File: src/rtl/md5_brute_pkg.sv
// Shared constants and state encodings for the MD5 brute-force slice.
// Pipeline latency lives here so the driver, the pipelines and the hit capture agree.
package md5_brute_pkg;

    localparam int unsigned COUNT_W      = 29;
    localparam int unsigned LANES        = 8;
    localparam int unsigned LANE_W       = 3;
    localparam int unsigned PIPE_LATENCY = 66;

    typedef enum logic [2:0] {
        ST_FILL  = 3'b001,
        ST_ARMED = 3'b010,
        ST_HIT   = 3'b100
    } state_t;

    function automatic logic [7:0] sat_inc8(input logic [7:0] v);
        return (v == 8'hFF) ? v : v + 8'd1;
    endfunction

endpackage

File: src/rtl/md5_hit_capture_delay_line.sv
// Free-running shift register: o_data is i_data as sampled DEPTH edges earlier.
// Only the registers' async clear is reset; there is no data-path flush.
module delay_line #(
    parameter int unsigned WIDTH = 29,
    parameter int unsigned DEPTH = 66
) (
    input  logic             i_clk,
    input  logic             i_rst_n,
    input  logic [WIDTH-1:0] i_data,
    output logic [WIDTH-1:0] o_data
);

    logic [WIDTH-1:0] r_stage [DEPTH];

    always_ff @(posedge i_clk or negedge i_rst_n) begin
        if (!i_rst_n) begin
            for (int unsigned i = 0; i < DEPTH; i++) r_stage[i] <= '0;
        end else begin
            r_stage[0] <= i_data;
            for (int unsigned i = 1; i < DEPTH; i++) r_stage[i] <= r_stage[i-1];
        end
    end

    assign o_data = r_stage[DEPTH-1];

endmodule

File: src/rtl/md5_hit_capture.sv
// Recovers the winning candidate from the MD5 pipelines: delays the shared counter by
// the pipeline latency, latches the first hit with its lane, counts repeats, drives the display.
module md5_hit_capture #(
    parameter int unsigned COUNT_W = md5_brute_pkg::COUNT_W,
    parameter int unsigned LANES   = md5_brute_pkg::LANES,
    parameter int unsigned LANE_W  = md5_brute_pkg::LANE_W,
    parameter int unsigned LATENCY = md5_brute_pkg::PIPE_LATENCY
) (
    input  logic                      CLK,
    input  logic                      CPU_RESETN,
    input  logic [COUNT_W-1:0]        count_in,
    input  logic [LANES-1:0]          found_in,
    input  logic                      clear,
    output logic                      armed,
    output logic                      hit_valid,
    output logic [COUNT_W+LANE_W-1:0] hit_candidate,
    output logic [LANE_W-1:0]         hit_lane,
    output logic                      multi_hit,
    output logic [7:0]                hit_count,
    output logic [COUNT_W+LANE_W-1:0] display_value
);

    import md5_brute_pkg::*;

    localparam int unsigned FILL_W = (LATENCY > 1) ? $clog2(LATENCY) : 1;
    localparam logic [FILL_W-1:0] FILL_LAST = FILL_W'(LATENCY - 1);

    state_t                      r_state;
    logic [FILL_W-1:0]           r_fill;
    logic                        r_armed;
    logic                        r_hit_valid;
    logic [COUNT_W+LANE_W-1:0]   r_cand;
    logic [LANE_W-1:0]           r_lane;
    logic                        r_multi;
    logic [7:0]                  r_count;

    logic [COUNT_W-1:0]          w_delay_out;
    logic                        w_any;
    logic                        w_multi;
    logic [LANE_W-1:0]           w_lane;

    delay_line #(
        .WIDTH (COUNT_W),
        .DEPTH (LATENCY)
    ) u_delay (
        .i_clk   (CLK),
        .i_rst_n (CPU_RESETN),
        .i_data  (count_in),
        .o_data  (w_delay_out)
    );

    assign w_any   = |found_in;
    // Clearing the lowest set bit leaves something only if two or more bits were set.
    assign w_multi = |(found_in & (found_in - LANES'(1)));

    // Descending scan so the lowest set bit is the last (winning) assignment.
    always_comb begin
        w_lane = '0;
        for (int unsigned i = LANES; i > 0; i--) begin
            if (found_in[i-1]) w_lane = LANE_W'(i - 1);
        end
    end

    always_ff @(posedge CLK or negedge CPU_RESETN) begin
        if (!CPU_RESETN) begin
            r_state     <= ST_FILL;
            r_fill      <= '0;
            r_armed     <= 1'b0;
            r_hit_valid <= 1'b0;
            r_cand      <= '0;
            r_lane      <= '0;
            r_multi     <= 1'b0;
            r_count     <= '0;
        end else if (clear) begin
            r_state     <= ST_FILL;
            r_fill      <= '0;
            r_armed     <= 1'b0;
            r_hit_valid <= 1'b0;
            r_cand      <= '0;
            r_lane      <= '0;
            r_multi     <= 1'b0;
            r_count     <= '0;
        end else begin
            case (r_state)
                ST_FILL: begin
                    if (r_fill == FILL_LAST) begin
                        r_state <= ST_ARMED;
                        r_armed <= 1'b1;
                    end else begin
                        r_fill <= r_fill + 1'b1;
                    end
                end
                ST_ARMED: begin
                    if (w_any) begin
                        r_state     <= ST_HIT;
                        r_hit_valid <= 1'b1;
                        r_cand      <= {w_delay_out, w_lane};
                        r_lane      <= w_lane;
                        r_multi     <= w_multi;
                    end
                end
                ST_HIT: begin
                    if (w_any) r_count <= sat_inc8(r_count);
                end
                default: begin
                    r_state <= ST_FILL;
                    r_fill  <= '0;
                    r_armed <= 1'b0;
                end
            endcase
        end
    end

    assign armed         = r_armed;
    assign hit_valid     = r_hit_valid;
    assign hit_candidate = r_cand;
    assign hit_lane      = r_lane;
    assign multi_hit     = r_multi;
    assign hit_count     = r_count;
    assign display_value = r_hit_valid ? r_cand : {count_in, {LANE_W{1'b0}}};

endmodule

File: config.mk
export PLATFORM = sky130hd
export DESIGN_NAME = md5_hit_capture
export DESIGN_NICKNAME = d
export VERILOG_FILES = /design/src/rtl/md5_brute_pkg.sv /design/src/rtl/md5_hit_capture_delay_line.sv /design/src/rtl/md5_hit_capture.sv
export SDC_FILE = /design/constraint.sdc
export NUM_CORES = 1
export LEC_CHECK = 0
export CORE_ASPECT_RATIO = 1.4
export CORE_MARGIN = 3
export CORE_UTILIZATION = 53
export CTS_CLUSTER_DIAMETER = 200
export DETAILED_ROUTE_END_ITERATION = 10
export PLACE_DENSITY = 0.73
export SYNTH_ARGS = -nofsm -noshare
export SYNTH_HDL_FRONTEND = slang
export SYNTH_HIERARCHICAL = 1
export SYNTH_SLANG_ARGS = --single-unit
File: constraint.sdc
create_clock -name CLK -period 1.9 [get_ports CLK]
set_input_delay 0.285 -clock CLK [delete_from_list [all_inputs] [get_ports CLK]]
set_output_delay 0.285 -clock CLK [all_outputs]
set_load 0.005 [all_outputs]
==> flow_summary_export.csv <==
group,metric,value,unit
run,cap_violations,0,
floorplanning,coreArea,0.0954,mm^2
sta,max_freq,0.408,GHz
floorplanning,dieArea,0.100,mm^2
placement,hpwl,42300,um
global_route,antenna_found_initial,3,
power_and_ir_drop,p_sw_share,21.4,%
clocking,cts-htree-levels,4,
hold_path,hp-class,"input pin to flip-flop",
placement,port_buffers,117,
sta,final-setup-viol-count,33,
sta,period_needed,2.45,ns
route,drtPass1Iterations,5,
synth,ys_seq_area_share,96.5,%
synth,syn_area,0.0510,mm^2
clocking,numCtsBuffers,164,
synth,syn-num-nets,2253,
sta,rsz0062_at_grt,"true",
power_and_ir_drop,p_comb_share,1.7,%
synth,syn-instance-count,2210,
worst_setup_path,cp.arrival,2.17,ns
global_route,grt_usage,22.1,%
worst_setup_path,critPathRequiredTime,1.62,ns
sta,worst-slew-pin-transition,0.529,ns
clocking,cts_tree,"yes",
power_and_ir_drop,power_density,1320,mW/mm^2
placement,dp.cells,3599,
global_route,use_met1,30.8,%
route,drt_iter0_markers,1456,
final_layout,syn_to_final_growth,19.9,%
route,wl_per_cell,26.0,um
route,viasPerCell,4.93,
power_and_ir_drop,p_int,63500,uW
power_and_ir_drop,max-vdd-ir-drop,1090,uV
worst_setup_path,cp-start-kind,"flip-flop",
synth,synth_edf_count,0,
power_and_ir_drop,seq_power_share,54.6,%
worst_setup_path,path_class,"flip-flop to output port",
floorplanning,rows,134,
sta,drv_slew,0,
global_route,grt_pass1_wl,160000,um
route,finalWirelength,104000,um
global_route,overflow,0,
worst_setup_path,end_kind,"output port",
clocking,cts_sinks,1967,
global_route,grt_pass1_vias,24000,
clocking,clkTransAtPathRegs,0.08,ns
floorplanning,dieWidth,268,um
worst_setup_path,cp_max_fo,5,
placement,preCtsSetupSlack,-0.450,ns
clocking,cts_root_buf,"clkbuf_16",
sta,fin_tns_setup,-13.33,ns
synth,yosysUniqueCellTypes,55,
final_layout,stdcell_count,3982,
global_route,met2_usage,36.6,%
status,status,"finished with violations",
sta,slew_headroom,64.6,%
floorplanning,fp.dieH,373,um
clocking,cts_buffer_depth,3,
status,violations,"setup timing",
final_layout,drive_above_1_share,19.2,%
synth,async_flop_share,100,%
power_and_ir_drop,total_power,80800,uW
route,drc,0,
sta,hold_violations,0,
route,postRouteAntennaNets,0,
floorplanning,pin_count,118,
sta,period_share,129,%
synth,ys_ff_latch,1967,
synth,syn_area_per_cell,23.1,um^2
sta,clock_skew,0.0272,ns
synth,yosysWarnings,6,
final_layout,nNetsFinal,2672,
synth,ys.flop_type,"dfrtp_1",
power_and_ir_drop,power.leakage,0.0291,uW
power_and_ir_drop,power_switching,17300,uW
clocking,clkLatencyLatePin,0.77,ns
global_route,grt_start_max_net_pins,105,
global_route,top_usage_layer,"met2",
route,vias,19600,
floorplanning,start_util,53.5,%
power_and_ir_drop,clockPowerShare,43.7,%
sta,fin_ws,-0.551,ns
global_route,use_met3,4.27,%
placement,routabilityCongestion,0.760,
## layer usage
| layer | vias to the layer above | part of all wire (%) | wire length, um |
|---|---|---|---|
| met5 | - | 0 | 0 |
| met4 | 0 | 1.9 | 1920 |
| met3 | 163 | 3.6 | 3710 |
| met2 | 494 | 52 | 54100 |
| met1 | 11200 | 42 | 43900 |
| li1 | 7827 | - | - |
## cell usage after synthesis, types with 3 or more instances
master       n  area [um^2]
nor2_1      12         45.0
buf_4       32          240
or3_1        4         25.0
and2_1       6         37.5
clkbuf_1     7         26.3
o21ai_0      8         40.0
a21oi_1      9         45.0
ha_1         3         37.5
a22o_1      29          254
nand3_1      8         40.0
o31ai_1      3         22.5
dfrtp_1   1966        49200
mux2_2      29          327
nand2_1     11         41.3
inv_1        8         30.0
o211ai_1     4         30.0
buf_2        9         45.0
o41ai_1      4         35.0
nor3_1       6         30.0
o311ai_0     5         43.8
a31oi_1      3         18.8
## critical path, stage by stage, from the launching register on
cell and delay (ns):
dfrtp_2 0.44, buf_12 0.14, buf_16 0.14, buf_12 0.14, buf_6 0.12, mux2_4 0.29
buf_6 0.12
## timing repair
action | in CTS | in global routing
cloned | 2 | 1
hold endpoints to repair | 1079 | 1
setup buffers | 55 | 14
resized for setup | 263 | 49
setup endpoints to repair | 79 | 51
hold buffers | 24 | 1
## layout by cell type (no fill, tap or decap), types with 11 or more instances in the layout
cell type,synthesis,layout
buf_2,9,11
clkbuf_1,7,33
a22o_1,29,28
nand2_1,11,11
dfrtp_2,0,17
buf_4,32,93
mux2_2,29,18
clkbuf_16,0,170
mux2_4,1,12
nor2_1,12,12
clkbuf_8,0,42
clkinv_2,0,24
buf_12,0,41
dlygate4sd2_1,0,29
buf_6,0,48
dlygate4sd3_1,0,25
bufinv_16,0,12
dfrtp_1,1966,1949
clkdlybuf4s50_1,0,38
## flip-flops by register name (all words and copies together) (netlist names)
register / cells
armed: 1
hit_candidate: 32
hit_count: 8
hit_valid: 1
multi_hit: 1
r_fill: 7
r_state: 3
u_delay/o_data: 29
u_delay/r_stage: 1885
## final timing paths
kind                                                startpoint                         endpoint  slack, ns  cells after the start
worst min register to register  u_delay/r_stage[837]$_DFF_PN0_   u_delay/r_stage[808]$_DFF_PN0_       0.33                      0
worst max-delay path                     hit_valid$_DFFE_PN0P_                display_value[20]      -0.55                      6
worst max register to register           r_fill[3]$_DFFE_PN0P_           r_state[1]$_DFFE_PN0P_          0                      4
max in group asynchronous                           CPU_RESETN    hit_candidate[18]$_DFFE_PN0P_       0.79                      4
min in group asynchronous                           CPU_RESETN   u_delay/r_stage[147]$_DFF_PN0_       0.11                      2
worst min-delay path                              count_in[21]  u_delay/r_stage[1906]$_DFF_PN0_       0.07                      1
## power by group through the flow
| stage | Combinational [uW] | Sequential, uW | Clock (uW) |
|---|---|---|---|
| after global placement | 1240 | 44700 | 0 |
| final | 1380 | 44100 | 35300 |
| after floorplan | 85.4 | 44500 | 0 |
| after detailed placement | 1340 | 44700 | 0 |
| after global routing | 1560 | 44200 | 37800 |
| after CTS | 1410 | 44100 | 35800 |
## kinds of logic after synthesis
logic type | after synthesis | synth area share [%]
DFF | 1967 | 96.5
AOI/OAI and AO/OA | 78 | 1.19
buffers and inverters | 56 | 0.670
adders and majority gates | 3 | 0.0736
muxes | 32 | 0.711
xor gates and xnor gates | 4 | 0.0687
and+or+nand+nor | 70 | 0.802
## final cells by class
cell class / count / area [um^2]
inverters: 8 / 30.0
clock buffers: 244 / 4930
repair buffers: 301 / 3250
fillers: 5568 / 34300
clock inverters: 48 / 587
well taps: 1224 / 1530
flip-flops and latches: 1967 / 49200
multi-input cells: 187 / 1560
diodes: 3 / 7.51
## metrics by stage
| step | util, % | hold WS (ns) | cell area (um^2) |
|---|---|---|---|
| final | 64.1 | 0.0712 | 61100 |
| after floorplan | - | -0.0106 | 51000 |
| after global routing | 64.1 | 0.0121 | 61100 |
| after global placement | 57.3 | 0.202 | 54600 |
| after CTS | 63.9 | -0.0439 | 61000 |
| after detailed placement | 57.3 | 0.206 | 54600 |
Power figures use the tool's default switching activity.
